`config.mk`:
```
export PLATFORM = sky130hd
export DESIGN_NAME = ram_port_arbiter_flat
export DESIGN_NICKNAME = d
export VERILOG_FILES = /design/src/rtl/ram_port_arbiter_if.sv /design/src/rtl/ram_port_arbiter.sv /design/src/flat_wrapper.sv
export SDC_FILE = /design/constraint.sdc
export NUM_CORES = 1
export LEC_CHECK = 0
export BUFFER_PORTS_ARGS = -buffer_cell sky130_fd_sc_hd__buf_2
export CORE_MARGIN = 2
export CORE_UTILIZATION = 42
export DETAILED_ROUTE_END_ITERATION = 8
export PLACE_DENSITY = 0.82
export SYNTH_ARGS = -nofsm -noshare
export SYNTH_HDL_FRONTEND = slang
export SYNTH_SLANG_ARGS = --single-unit
```
`constraint.sdc`:
```
create_clock -name clk -period 1.8 [get_ports clk]
set_input_delay 0.36 -clock clk [delete_from_list [all_inputs] [get_ports clk]]
set_output_delay 0.36 -clock clk [all_outputs]
set_load 0.005 [all_outputs]
```
`src/rtl/ram_port_arbiter_if.sv`:
```
// Shared RAM port bundle: IF/LS request channels plus the RAM-side bus.
// The arbiter takes the slave view; the core/RAM environment takes the master view.
interface ram_port_arbiter_if #(
  parameter int ADR_W  = 8,
  parameter int DATA_W = 16
);
  logic              if_req;
  logic [ADR_W-1:0]  if_adr;
  logic              if_gnt;
  logic              if_valid;
  logic [DATA_W-1:0] if_data;
  logic              ls_req;
  logic              ls_we;
  logic [ADR_W-1:0]  ls_adr;
  logic [DATA_W-1:0] ls_wdata;
  logic              ls_gnt;
  logic              ls_valid;
  logic [DATA_W-1:0] ls_data;
  logic              ram_en;
  logic              ram_read;
  logic [ADR_W-1:0]  ram_adr;
  logic [DATA_W-1:0] ram_in;
  logic [DATA_W-1:0] ram_out;

  modport slave (
    input  if_req, if_adr,
    input  ls_req, ls_we, ls_adr, ls_wdata,
    input  ram_out,
    output if_gnt, if_valid, if_data,
    output ls_gnt, ls_valid, ls_data,
    output ram_en, ram_read, ram_adr, ram_in
  );

  modport master (
    output if_req, if_adr,
    output ls_req, ls_we, ls_adr, ls_wdata,
    output ram_out,
    input  if_gnt, if_valid, if_data,
    input  ls_gnt, ls_valid, ls_data,
    input  ram_en, ram_read, ram_adr, ram_in
  );
endinterface

```
`src/rtl/ram_port_arbiter.sv`:
```
// Arbitrates the single RAM port between IF and LS (ACCESS then RESP).
// Define RAM_ARB_RR_EN for round-robin; default is LS priority with IF starvation guard.
module ram_port_arbiter #(
  parameter int ADR_W    = 8,
  parameter int DATA_W   = 16,
  parameter int MAX_WAIT = 4
) (
  input logic               clk,
  input logic               rst,
  ram_port_arbiter_if.slave bus
);
  typedef enum logic [1:0] {
    S_IDLE,
    S_ACCESS,
    S_RESP
  } state_t;

  typedef enum logic {
    OWN_IF,
    OWN_LS
  } own_t;

  state_t            state_q;
  own_t              own_q;
  logic              ls_rd_q;
  logic              if_gnt_q;
  logic              ls_gnt_q;
  logic              if_valid_q;
  logic              ls_valid_q;
  logic              ram_en_q;
  logic              ram_read_q;
  logic [ADR_W-1:0]  ram_adr_q;
  logic [DATA_W-1:0] ram_in_q;

  logic arb;
  logic any_req;
  logic win_ls;

  assign arb     = (state_q != S_ACCESS);
  assign any_req = bus.if_req | bus.ls_req;

`ifdef RAM_ARB_RR_EN
  logic last_ls_q;
  logic last_ls_d;

  // On contention the requester that did not win last time goes next
  always_comb begin
    win_ls    = bus.ls_req & (~bus.if_req | ~last_ls_q);
    last_ls_d = last_ls_q;
    if (arb && any_req) last_ls_d = win_ls;
  end

  always_ff @(posedge clk) begin
    if (rst) last_ls_q <= 1'b0;
    else     last_ls_q <= last_ls_d;
  end
`else
  localparam int CW = $clog2(MAX_WAIT + 1);

  logic [CW-1:0] wait_q;
  logic [CW-1:0] wait_d;
  logic          both;
  logic          force_if;

  always_comb begin
    both     = bus.if_req & bus.ls_req;
    force_if = both && (wait_q == CW'(MAX_WAIT));
    win_ls   = bus.ls_req & ~force_if;
    wait_d   = wait_q;
    if (arb) begin
      if (both && !force_if) wait_d = wait_q + CW'(1);
      else                   wait_d = '0;
    end
  end

  always_ff @(posedge clk) begin
    if (rst) wait_q <= '0;
    else     wait_q <= wait_d;
  end
`endif

  always_ff @(posedge clk) begin
    if (rst) begin
      state_q    <= S_IDLE;
      own_q      <= OWN_IF;
      ls_rd_q    <= 1'b0;
      if_gnt_q   <= 1'b0;
      ls_gnt_q   <= 1'b0;
      if_valid_q <= 1'b0;
      ls_valid_q <= 1'b0;
      ram_en_q   <= 1'b0;
      ram_read_q <= 1'b1;
      ram_adr_q  <= '0;
      ram_in_q   <= '0;
    end else begin
      if_gnt_q   <= 1'b0;
      ls_gnt_q   <= 1'b0;
      if_valid_q <= 1'b0;
      ls_valid_q <= 1'b0;
      ram_en_q   <= 1'b0;
      ram_read_q <= 1'b1;
      unique case (state_q)
        S_ACCESS: begin
          state_q    <= S_RESP;
          if_valid_q <= (own_q == OWN_IF);
          ls_valid_q <= (own_q == OWN_LS);
        end
        S_IDLE, S_RESP: begin
          if (any_req) begin
            state_q  <= S_ACCESS;
            ram_en_q <= 1'b1;
            if (win_ls) begin
              own_q      <= OWN_LS;
              ls_gnt_q   <= 1'b1;
              ls_rd_q    <= ~bus.ls_we;
              ram_read_q <= ~bus.ls_we;
              ram_adr_q  <= bus.ls_adr;
              if (bus.ls_we) ram_in_q <= bus.ls_wdata;
            end else begin
              own_q     <= OWN_IF;
              if_gnt_q  <= 1'b1;
              ram_adr_q <= bus.if_adr;
            end
          end else begin
            state_q <= S_IDLE;
          end
        end
        default: state_q <= S_IDLE;
      endcase
    end
  end

  // RAM registers its output, so read data is live on ram_out during RESP
  assign bus.if_data  = if_valid_q ? bus.ram_out : '0;
  assign bus.ls_data  = (ls_valid_q && ls_rd_q) ? bus.ram_out : '0;
  assign bus.if_gnt   = if_gnt_q;
  assign bus.ls_gnt   = ls_gnt_q;
  assign bus.if_valid = if_valid_q;
  assign bus.ls_valid = ls_valid_q;
  assign bus.ram_en   = ram_en_q;
  assign bus.ram_read = ram_read_q;
  assign bus.ram_adr  = ram_adr_q;
  assign bus.ram_in   = ram_in_q;
endmodule
```
`src/flat_wrapper.sv`:
```
// flat-port wrapper written by rule: the top's interface ports become plain ports
module ram_port_arbiter_flat 
#(
  parameter int ADR_W    = 8,
  parameter int DATA_W   = 16,
  parameter int MAX_WAIT = 4
)
  (clk, rst, bus_if_req, bus_if_adr, bus_ls_req, bus_ls_we, bus_ls_adr, bus_ls_wdata, bus_ram_out, bus_if_gnt, bus_if_valid, bus_if_data, bus_ls_gnt, bus_ls_valid, bus_ls_data, bus_ram_en, bus_ram_read, bus_ram_adr, bus_ram_in);
  ram_port_arbiter_if #(.ADR_W(ADR_W), .DATA_W(DATA_W)) bus_i ();
  input logic clk;
  input logic rst;
  input wire logic [$bits(bus_i.if_req)-1:0] bus_if_req;
  input wire logic [$bits(bus_i.if_adr)-1:0] bus_if_adr;
  input wire logic [$bits(bus_i.ls_req)-1:0] bus_ls_req;
  input wire logic [$bits(bus_i.ls_we)-1:0] bus_ls_we;
  input wire logic [$bits(bus_i.ls_adr)-1:0] bus_ls_adr;
  input wire logic [$bits(bus_i.ls_wdata)-1:0] bus_ls_wdata;
  input wire logic [$bits(bus_i.ram_out)-1:0] bus_ram_out;
  output wire logic [$bits(bus_i.if_gnt)-1:0] bus_if_gnt;
  output wire logic [$bits(bus_i.if_valid)-1:0] bus_if_valid;
  output wire logic [$bits(bus_i.if_data)-1:0] bus_if_data;
  output wire logic [$bits(bus_i.ls_gnt)-1:0] bus_ls_gnt;
  output wire logic [$bits(bus_i.ls_valid)-1:0] bus_ls_valid;
  output wire logic [$bits(bus_i.ls_data)-1:0] bus_ls_data;
  output wire logic [$bits(bus_i.ram_en)-1:0] bus_ram_en;
  output wire logic [$bits(bus_i.ram_read)-1:0] bus_ram_read;
  output wire logic [$bits(bus_i.ram_adr)-1:0] bus_ram_adr;
  output wire logic [$bits(bus_i.ram_in)-1:0] bus_ram_in;
  assign bus_i.if_req = bus_if_req;
  assign bus_i.if_adr = bus_if_adr;
  assign bus_i.ls_req = bus_ls_req;
  assign bus_i.ls_we = bus_ls_we;
  assign bus_i.ls_adr = bus_ls_adr;
  assign bus_i.ls_wdata = bus_ls_wdata;
  assign bus_i.ram_out = bus_ram_out;
  assign bus_if_gnt = bus_i.if_gnt;
  assign bus_if_valid = bus_i.if_valid;
  assign bus_if_data = bus_i.if_data;
  assign bus_ls_gnt = bus_i.ls_gnt;
  assign bus_ls_valid = bus_i.ls_valid;
  assign bus_ls_data = bus_i.ls_data;
  assign bus_ram_en = bus_i.ram_en;
  assign bus_ram_read = bus_i.ram_read;
  assign bus_ram_adr = bus_i.ram_adr;
  assign bus_ram_in = bus_i.ram_in;
  ram_port_arbiter #(.ADR_W(ADR_W), .DATA_W(DATA_W), .MAX_WAIT(MAX_WAIT)) u_core (.clk(clk), .rst(rst), .bus(bus_i));
endmodule
```
# [After elaboration in Yosys (flattened, before gate mapping)]
# Cells that the tools add are included.
[word_totals] regBits=37 latchBits=0 mem_bits_rw=0 rom_bits=0 input_bits=53 output_inout_bits=62 wordCells=49 n_memories=0
[classes] n_addsub=1 n_mul=0 n_div=0 n_lt_le_gt_ge=0 n_eq_ne=4 n_shift=0 muxes=9 bitwise=10 reduce_logical=13
[op_table] op="$mux W16" count=2
[op_table] op="$mux W8" count=1
[op_table] op="$not A1 Y1" count=7
[op_table] op="$reduce_or A2 Y1" count=3
[op_table] op="$mux W1" count=4
[op_table] op="$pmux W2 S2" count=1
[op_table] op="$reduce_and A4 Y1" count=1
[op_table] op="$reduce_or A4 Y1" count=1
[op_table] op="$add A3 B1 Y3 const B" count=1
[op_table] op="$eq A3 B3 Y1 const B" count=1
[op_table] op="$logic_and A1 B1 Y1" count=3
[op_table] op="$mux W3" count=1
[op_table] op="$reduce_and A3 Y1" count=1
[op_table] op="$reduce_or A3 Y1" count=1
[op_table] op="$and A1 B1 Y1" count=2
[op_table] op="$eq A2 B1 Y1 const B" count=1
[op_table] op="$eq A2 B2 Y1 const B" count=1
[op_table] op="$logic_not A2 Y1" count=1
[op_table] op="$ne A2 B1 Y1 const B" count=1
[op_table] op="$reduce_and A2 Y1" count=1
[op_table] op="$logic_not A1 Y1" count=1
[op_table] op="$or A1 B1 Y1" count=1

# [Depth between registers and ports, before layout]
# Gate-level depths: netlist of the first run.
[logic_depth] word_depth=6 ltp_mapped=7 ltp_nobuf=5

# [Worst setup path before layout of the first run]
# OpenSTA, ideal clock, no wires.
[synth_path] path_kind="register to register" from="reg u_core.wait_q[0]" to="reg u_core.ram_in_q[0] (netlist: u_core.bus.ram_in[0])" setup_time_ns=0.072 arrival_time_ns=1.479 t_required_ns=1.728 slack_ns=0.249 path_stages_with_launch=8 path_buffers=2 period_less_slack_ns=1.551 path_cell_list="dfxtp_1 > inv_1 > ha_1 > and3_4 > nor4b_4 > buf_6 > buf_8 > mux2i_1"
[synth_between] elab_chain_len=5
[synth_rtl] item="start: declaration" line_no="ram_port_arbiter.sv:60" text="logic [CW-1:0] wait_q;"
[synth_rtl] item="start signal: assignment" line_no="ram_port_arbiter.sv:78" text="else wait_q <= wait_d;"
[synth_rtl] item="$eq A3 B3 Y1" line_no="ram_port_arbiter.sv:67" text="force_if = both && (wait_q == CW'(MAX_WAIT));"
[synth_rtl] item="$logic_and A1 B1 Y1" line_no="ram_port_arbiter.sv:67"
[synth_rtl] item="$not A1 Y1" line_no="ram_port_arbiter.sv:68" text="win_ls = bus.ls_req & ~force_if;"
[synth_rtl] item="$and A1 B1 Y1" line_no="ram_port_arbiter.sv:68"
[synth_rtl] item="$reduce_and A4 Y1 (no line)"
[synth_rtl] item="end signal: assignment" line_no="ram_port_arbiter.sv:118" text="if (bus.ls_we) ram_in_q <= bus.ls_wdata;"
[synth_rtl] item="end: declaration" line_no="ram_port_arbiter.sv:33" text="logic [DATA_W-1:0] ram_in_q;"
# Every way passes these cells.
# A chain may end at the register's enable or synchronous reset.

# [Worst setup path in the final report of the first run]
[layout_path] from="reg u_core.wait_q[0]" to="reg u_core.ram_in_q[4] (netlist: u_core.bus.ram_in[4])"
# The elaborated chain is that of the path after synthesis.

==> results.sh, run 1 <==
export IMPL_endpoint_kind="flop"
export IMPL_power_density_mw_per_mm2=725
export IMPL_grt_pass1_wl_um=7510
export IMPL_yosysSeqAreaShare=0.405
export IMPL_synth_seq_cells=37
export IMPL_cts_max_level=2
export IMPL_synth_async_reset_ratio=0
export IMPL_arrival_ns=1.87
export IMPL_finalClockSkew_ns=0.00227
export IMPL_first_global_vias=1684
export IMPL_clk_pin_slew_ns=0.07
export IMPL_yosysTopAreaCell="dfxtp_1"
export IMPL_firstDrtPassIters=4
export IMPL_fin_nets=366
export IMPL_hold_ws_ns=0.321
export IMPL_syn_inst=201
export IMPL_rsz0062_at_grt="no"
export IMPL_avgSynthCellArea_um2=9.11
export IMPL_wl_per_cell_um=12.4
export IMPL_antenna_found_initial=0
export IMPL_cts_resized=0
export IMPL_worstHoldStart="bus_ls_wdata[6]"
export IMPL_finalCriticalPeriod_ns=1.65
export IMPL_synth_area_leaders="dfxtp_1 (40%), nand2b_1 (12%), mux2i_1 (8.7%)"
export IMPL_cts_sinks=37
export IMPL_wl_um=4500
export IMPL_dr_first_iter_drc_count=105
export IMPL_required_ns=2.02
export IMPL_fp_dieH_um=70.0
export IMPL_reg2reg_from="u_core.wait_q[0]"
export IMPL_fin_crit_sh=0.919
export IMPL_synth_flop_cell="dfxtp_1"
export IMPL_coreArea_mm2=0.00426
export IMPL_post_cts_buffers=0
export IMPL_layout_drive_gt1_share=0.420
export IMPL_hpwl_um=3400
export IMPL_crit_fanout=18
export IMPL_post_synth_top_count_cell="dfxtp_1"
export IMPL_drc_errors=0
export IMPL_maxCapViolations=0
export IMPL_initial_core_util=0.429
export IMPL_clk_latency_ns=0.29
export IMPL_port_buffers=114
export IMPL_syn_to_final_growth_pct=37.3
export IMPL_clock_fmax_mhz=605
export IMPL_cts_tree="yes"
export IMPL_cp_start_kind="flop"
export IMPL_outcome="completed"
export IMPL_synth_warnings=0
export IMPL_fin_util=0.589
export IMPL_ios=115
export IMPL_synth_area_mm2=0.00183
export IMPL_synth_edf_count=0
export IMPL_fp_dieW_um=70.0
export IMPL_finalSetupViolations=0
export IMPL_grt_usage=0.189
export IMPL_tritoncts_num_buffers=5
export IMPL_hold_viol=0
export IMPL_grt_ovfl_total=0
export IMPL_gp_congestion=0.790
export IMPL_crit_path_max_incr_delay_ns=0.36
export IMPL_clk_path_buf_depth=2
export IMPL_syn_nets=256
export IMPL_cts_root_buf="clkbuf_8"
export IMPL_crit_type="flop to flop"
export IMPL_worst_pin_slew_ns=0.454
export IMPL_synth_cell_types=32
export IMPL_critical_path_slowest_cell="dfxtp_1"
export IMPL_path_cells="inv_1, ha_1, and3_4, nor4b_4, buf_12, mux2i_1"
export IMPL_via_count=1785
export IMPL_synth_common_cells="dfxtp_1 (37), nand2b_1 (34), and2_1 (18)"
export IMPL_grt_max_degree=39
export IMPL_dieArea_mm2=0.00490
export IMPL_synth_top_area_share=0.405
export IMPL_antenna_cells=0
export IMPL_vias_per_cell=4.90
export IMPL_ir_worst_vdd_mv=0.528
export IMPL_drv_slew=0
export IMPL_hold_path_class="input port to flop"
export IMPL_drtAntennaViolNets=0
export IMPL_critical_path_startpoint="u_core.wait_q[0]"
export IMPL_tns_ns=0
export IMPL_rows=24
export IMPL_leakage_uw=0.00131
export IMPL_slew_headroom=0.697
export IMPL_cts_hold_buf=0
## power by group
group	switching (uW)	total [uW]	internal, uW	leakage, uW
logic	129	282	153	0.000947
clock network	291	637	346	0.0000542
registers	36.9	905	868	0.000304
total	457	1820	1370	0.00131
## layer usage
layer	track usage	vias to the layer above	share of wire
met2	0.315	54	0.49
met5	0	-	0
met4	0.0620	0	0.0076
met1	0.218	816	0.43
li1	-	911	-
met3	0.0808	4	0.071
## state kept, by name, summed over array words and instances, names as in the netlist, 2 cells and up
name and cells:
u_core.bus.ram_adr 8, u_core.bus.ram_in 16, u_core.state_q 2, u_core.wait_q 3
## per-stage QoR
step	setup WS [ns]	total power (uW)	cell area, um^2	instances
2_1_floorplan	0.249	1070	1830	201
4_1_cts	0.139	1840	2510	364
6_report	0.146	1820	2510	364
5_1_grt	0.0542	1920	2510	364
3_3_place_gp	0.235	1200	2410	356
3_5_place_dp	0.158	1210	2410	356
## final cells by class
type                       instances  area, um^2
sequential                        37         741
clock inverter                     1        5.00
clock buffer                       7        96.3
timing repair buffer             118         613
multi-input combinational        145         978
inverter                           4        15.0
fill                             391        1750
tap                               52        65.1
## logic make-up after synthesis
group | synth area share
and+or+nand+nor | 0.341
muxes | 0.0875
buffers and inverters | 0.0608
AOI/OAI and AO/OA | 0.0923
adders and majority gates | 0.0137
DFF | 0.405
## placed cells by master (no fill, tap or decap), drive strengths merged, types with 2 or more instances in the layout
cell and n:
nand2b 34, inv 4, nand3 9, nand4 2, buf 118, nand2 5
and3 17, o21ai 8, a311oi 8, nor2 11, a21oi 3, a211oi 2
mux2i 16, dfxtp 37, nand4b 2, clkbuf 7, and2 18, ha 2
## worst max-delay path, delay by kind of cell (launching register included)
kind / cells / cell delay, ns
simple gates: 2 / 0.50
buf+inv: 2 / 0.28
mux: 1 / 0.20
fa+ha+maj: 1 / 0.22
flops: 1 / 0.36
## path summary, 6_finish.rpt
path | endpoint | depth (start not counted) | slack (ns)
max | u_core.bus.ram_in[4] | 6 | 0.15
max reg2reg | u_core.bus.ram_in[4] | 6 | 0.15
min reg2reg | u_core.bus.if_valid | 1 | 0.45
min | u_core.bus.ram_in[6] | 3 | 0.32
No activity file was read; power rests on OpenSTA's default activity.
==> run 2, diff against run 1 <==
ABC_AREA = 1   (was not set)
CORE_UTILIZATION = 43   (was 42)
PLACE_DENSITY = 0.83   (was 0.82)
==> run 2 against run 1 <==
  * Worst hold slack lost 0.022 ns
  * Register-to-register slack better by 0.07 ns
  * Final cell count grew 19%
  * Critical path type is now flop to output pin
  * Clock skew grew 0.0051 ns
  * Fmax down 1.3%
  * Synthesized area increased by 2.8%
  * First-iteration DRC count is the same
==> results.sh, run 2 <==
export IMPL_fp_dieH_um=70.2
export IMPL_path_cells="nand2_1, nor2_1, buf_2"
export IMPL_cts_root_buf="clkbuf_8"
export IMPL_synth_common_cells="nand2_1 (51), inv_1 (49), nand3_1 (43)"
export IMPL_most_common_layout_cells="buf_2 (114), nand2_1 (51), inv_1 (49), nand3_1 (43)"
export IMPL_grt_pass1_wl_um=7890
export IMPL_arrival_ns=1.32
export IMPL_finalSetupViolations=0
export IMPL_cp_start_kind="flop"
export IMPL_syn_inst=270
export IMPL_clock_fmax_mhz=596
export IMPL_synth_top_area_share=0.394
export IMPL_drv_slew=0
export IMPL_slew_headroom=0.577
export IMPL_cts_tree="yes"
export IMPL_dieArea_mm2=0.00492
export IMPL_tritoncts_num_buffers=5
export IMPL_finalCriticalPeriod_ns=1.68
export IMPL_first_global_vias=1850
export IMPL_grt_usage=0.197
export IMPL_port_buffers=114
export IMPL_firstDrtPassIters=5
export IMPL_largest_reg_flops=16
export IMPL_crit_fanout=16
export IMPL_drtAntennaViolNets=0
export IMPL_drc_errors=0
export IMPL_clk_path_buf_depth=2
export IMPL_via_count=2066
export IMPL_tns_ns=0
export IMPL_cts_resized=0
export IMPL_met1_length_um=1920
export IMPL_worst_path_buf_inv=1
export IMPL_avgSynthCellArea_um2=6.97
export IMPL_synth_seq_cells=37
export IMPL_vias_per_cell=4.78
export IMPL_fin_crit_sh=0.931
export IMPL_fp_dieW_um=70.2
export IMPL_synth_edf_count=0
export IMPL_antenna_found_initial=0
export IMPL_rsz0062_at_grt="no"
export IMPL_finalClockSkew_ns=0.00736
export IMPL_outcome="completed"
export IMPL_crit_path_max_incr_delay_ns=0.33
export IMPL_yosysSeqAreaShare=0.394
export IMPL_ios=115
export IMPL_endpoint_kind="output pin"
export IMPL_synth_cell_types=21
export IMPL_crit_family="simple AND/OR/NAND/NOR gates"
export IMPL_synth_area_mm2=0.00188
export IMPL_antenna_cells=0
export IMPL_wl_per_cell_um=11.2
export IMPL_clk_latency_ns=0.30
export IMPL_synth_area_leaders="dfxtp_1 (39%), nand3_1 (11%), nand2_1 (10%)"
export IMPL_fin_nets=434
export IMPL_synth_warnings=0
export IMPL_hpwl_um=3670
export IMPL_crit_type="flop to output pin"
export IMPL_fin_util=0.594
export IMPL_worst_pin_slew_ns=0.634
export IMPL_synth_flop_cell="dfxtp_1"
export IMPL_coreArea_mm2=0.00429
export IMPL_post_cts_buffers=0
export IMPL_hold_viol=0
export IMPL_layout_drive_gt1_share=0.368
export IMPL_syn_to_final_growth_pct=35.5
export IMPL_leakage_uw=0.00163
export IMPL_post_synth_top_count_cell="nand2_1"
export IMPL_cts_hold_buf=0
export IMPL_yosysTopAreaCell="dfxtp_1"
export IMPL_ir_worst_vdd_mv=0.448
export IMPL_gp_congestion=0.783
export IMPL_hold_path_class="input port to flop"
export IMPL_final_common_cell="buf_2"
export IMPL_initial_core_util=0.438
export IMPL_cts_max_level=2
export IMPL_final_cell_count_no_fill=432
export IMPL_syn_nets=325
export IMPL_wl_um=4850
export IMPL_critical_path_slowest_cell="dfxtp_1"
export IMPL_cts_sinks=37
export IMPL_grt_max_degree=21
export IMPL_power_density_mw_per_mm2=772
export IMPL_dr_first_iter_drc_count=105
export IMPL_rows=24
export IMPL_grt_ovfl_total=0
export IMPL_synth_async_reset_ratio=0
export IMPL_highest_layer="met4"
export IMPL_wl_met3_um=450
export IMPL_met2_wirelength_um=2430
export IMPL_required_ns=1.44
export IMPL_placed_cells=424
export IMPL_clk_pin_slew_ns=0.08
export IMPL_maxCapViolations=0
run 2: changes by cell type in the layout (fill, tap and decap cells not counted), moves of 18 or more:
| cell | delta |
|---|---|
| nor2_1 | +26 |
| nand2_1 | +46 |
| nand2b_1 | -34 |
| nand3_1 | +34 |
| and2_1 | -18 |
| inv_1 | +46 |
run 2: area by class of cell:
class	instances	area [um^2]
clock buffers	5	68.8
fillers	404	1740
multi-input cells	168	852
well taps	52	65.1
clock inverters	3	46.3
repair buffers	116	586
inverters	51	191
flip-flops and latches	37	741
run 2: worst reg2reg max path: stages, from the launching register on:
cell	delay [ns]
dfxtp_1	0.36
inv_1	0.07
ha_1	0.21
nand2_1	0.08
nand2_2	0.19
nand2_8	0.22
nand2_4	0.15
nand3_1	0.12
nand2_1	0.07
run 2: kinds of logic (layout without fill, tap and decap cells):
group                      Yosys count  in the layout  synth area share
and+or+nand+nor                    162            162             0.426
buffers and inverters               65            175             0.154
DFF                                 37             37             0.394
AOI/OAI and AO/OA                    4              4            0.0140
adders and majority gates            2              2            0.0133
run 2: metrics by stage:
step	setup slack, ns	power (uW)	hold slack [ns]	area [um^2]
final	0.123	1970	0.299	2550
after global routing	0.0207	2060	0.306	2550
after CTS	0.0716	1980	0.295	2550
after detailed placement	0.245	1250	0.436	2430
after global placement	0.304	1250	0.429	2430
after floorplan	0.499	1120	0.410	1880
run 2: per-layer routing:
layer	GRT usage	vias to the layer above
li1	-	1055
met1	0.214	910
met2	0.362	94
met3	0.0635	7
met4	0.0598	0
met5	0	-
run 2: report_power, final:
| group | internal (uW) | leakage [uW] | switching (uW) | total, uW |
|---|---|---|---|---|
| clock | 415 | 0.0000543 | 315 | 729 |
| combinational | 144 | 0.00128 | 189 | 333 |
| sequential | 871 | 0.000304 | 34.2 | 905 |
run 2: path summary, 6_finish.rpt:
| kind | slack, ns | from | to | cells past startpoint |
|---|---|---|---|---|
| hold / removal | 0.30 | bus_ls_wdata[0] | u_core.bus.ram_in[0] | 3 |
| setup / recovery | 0.12 | u_core.bus.ls_valid | bus_ls_data[5] | 3 |
| hold reg to reg | 0.44 | u_core.own_q | u_core.bus.ls_valid | 2 |
| setup reg to reg | 0.22 | u_core.wait_q[0] | u_core.bus.ram_in[3] | 8 |
==> run 3, diff against run 2 <==
ABC_AREA = 0   (was 1)
CORE_MARGIN = 1   (was 2)
CORE_UTILIZATION = 42   (was 43)
PLACE_DENSITY = 0.82   (was 0.83)
==> run 3 against run 2 <==
  * Die area fell by 6.0%
  * First-iteration DRC count fell by 42%
  * Combinational power fell by 17%
  * Fmax rose by 3.1%
  * Critical endpoint is now u_core.bus.ram_in[8]
  * Largest cell class unchanged
==> results.sh, run 3 (synthesized netlist as in run 1, its figures left out) <==
export IMPL_drtAntennaViolNets=0
export IMPL_largest_reg_flops=16
export IMPL_firstDrtPassIters=4
export IMPL_syn_to_final_growth_pct=36.4
export IMPL_cts_sinks=37
export IMPL_clk_pin_slew_ns=0.08
export IMPL_hold_depth=3
export IMPL_nFillCells=390
export IMPL_r2r_end="u_core.bus.ram_in[8]"
export IMPL_grt_max_degree=26
export IMPL_crit_type="flop to flop"
export IMPL_cts_resized=0
export IMPL_gp_congestion=0.837
export IMPL_clock_fmax_mhz=615
export IMPL_cts_tree="yes"
export IMPL_finalCriticalPeriod_ns=1.63
export IMPL_cp_start_kind="flop"
export IMPL_hold_end="u_core.bus.ram_in[11]"
export IMPL_endpoint_kind="flop"
export IMPL_hpwl_um=3260
export IMPL_clk_latency_ns=0.29
export IMPL_most_common_layout_cells="buf_2 (114), dfxtp_1 (37), nand2b_1 (34), and2_1 (18)"
export IMPL_place_ws_ns=0.177
export IMPL_fp_dieH_um=68.0
export IMPL_worstHoldStart="bus_ls_wdata[11]"
export IMPL_final_common_cell="buf_2"
export IMPL_reg2reg_depth=6
export IMPL_path_cells="inv_1, ha_1, and3_4, nor4b_4, buf_12, mux2i_1"
export IMPL_crit_path_max_incr_delay_ns=0.36
export IMPL_required_ns=2.02
export IMPL_arrival_ns=1.85
export IMPL_layout_drive_gt1_share=0.420
export IMPL_grt_ovfl_total=0
export IMPL_multi_input_area_um2=978
export IMPL_rows=23
export IMPL_reg2reg_slack_ns=0.17
export IMPL_coreArea_mm2=0.00409
export IMPL_dieArea_mm2=0.00463
export IMPL_finalSetupViolations=0
export IMPL_cts_hold_buf=0
export IMPL_post_cts_buffers=0
export IMPL_setup_ws_ns=0.174
export IMPL_slew_headroom=0.658
export IMPL_initial_core_util=0.448
export IMPL_rsz0062_at_grt="no"
export IMPL_ir_worst_vdd_mv=0.418
export IMPL_fin_nets=366
export IMPL_crit_fanout=18
export IMPL_dr_first_iter_drc_count=61
export IMPL_fp_dieW_um=68.0
export IMPL_wl_um=4370
export IMPL_fin_crit_sh=0.903
export IMPL_leakage_uw=0.00129
export IMPL_outcome="completed"
export IMPL_critical_path_slowest_cell="dfxtp_1"
export IMPL_antenna_cells=0
export IMPL_antenna_found_initial=0
export IMPL_clk_path_buf_depth=2
export IMPL_cts_max_level=2
export IMPL_ff_latch_area_um2=741
export IMPL_worst_pin_slew_ns=0.514
export IMPL_tritoncts_num_buffers=5
export IMPL_worst_path_buf_inv=2
export IMPL_first_global_vias=1613
export IMPL_drc_errors=0
export IMPL_drv_slew=0
export IMPL_hold_path_class="input port to flop"
export IMPL_maxCapViolations=0
export IMPL_wl_per_cell_um=12.1
export IMPL_via_count=1792
export IMPL_power_density_mw_per_mm2=698
export IMPL_cts_root_buf="clkbuf_8"
export IMPL_grt_usage=0.190
export IMPL_crit_family="simple AND/OR/NAND/NOR gates"
export IMPL_tns_ns=0
export IMPL_grt_pass1_wl_um=6640
export IMPL_worst_path_stages=6
export IMPL_hold_viol=0
export IMPL_finalClockSkew_ns=0.00660
export IMPL_ios=115
export IMPL_reg2reg_from="u_core.wait_q[0]"
export IMPL_port_buffers=114
export IMPL_vias_per_cell=4.95
## run 3: cell count changes in the layout (fill, tap and decap cells not counted), moves of 16 or more
| cell | before | now |
|---|---|---|
| nand3_1 | 43 | 9 |
| nand2b_1 | 0 | 34 |
| and3_1 | 0 | 16 |
| nand2_1 | 51 | 5 |
| inv_1 | 49 | 3 |
| mux2i_1 | 0 | 16 |
| and2_1 | 0 | 18 |
| nand4_1 | 18 | 2 |
| nor2_1 | 37 | 11 |
## run 3: worst max-delay path by stage
stage | to | from
floorplan | u_core.bus.ram_in[0] | u_core.wait_q[0]
global placement | u_core.bus.ram_in[13] | u_core.wait_q[0]
detailed placement | u_core.bus.ram_in[8] | u_core.wait_q[0]
CTS | u_core.bus.ram_in[8] | u_core.wait_q[0]
global route | u_core.bus.ram_in[3] | u_core.wait_q[0]
finish | u_core.bus.ram_in[8] | u_core.wait_q[0]
## run 3: routing by layer
layer / up-vias / GRT usage / share of wire
met5: - / 0 / 0
met4: 0 / 0.0677 / 0.0060
met3: 2 / 0.0833 / 0.076
met2: 65 / 0.313 / 0.50
met1: 818 / 0.216 / 0.42
li1: 907 / - / -
## run 3: cell type report
| type | instances | area share |
|---|---|---|
| multi-input cells | 145 | 0.392 |
| flip-flops and latches | 37 | 0.297 |
| repair buffers | 118 | 0.246 |
| clock buffers | 5 | 0.0276 |
| well taps | 50 | 0.0251 |
| clock inverters | 3 | 0.00702 |
| inverters | 4 | 0.00602 |
## run 3: per-stage QoR
stage,util,power [uW],cell area [um^2],std cells,hold slack [ns]
after floorplan,-,1070,1830,201,0.416
after global placement,0.590,1200,2410,354,0.438
after detailed placement,0.590,1200,2410,354,0.439
after CTS,0.611,1770,2500,362,0.310
after global routing,0.611,1830,2500,362,0.327
final,0.611,1740,2500,362,0.321
## run 3: tightest hold or removal path: cells and delay by family
| family | cells | cell delay (ns) |
|---|---|---|
| buffers and inverters | 1 | 0.10 |
| and+or+nand+nor | 1 | 0.05 |
| muxes | 1 | 0.06 |
## run 3: power breakdown
part           internal (uW)  switching, uW  total (uW)  leakage [uW]
logic                    151            127         278      0.000947
clock network            267            291         558     0.0000439
registers                868           36.6         905      0.000304
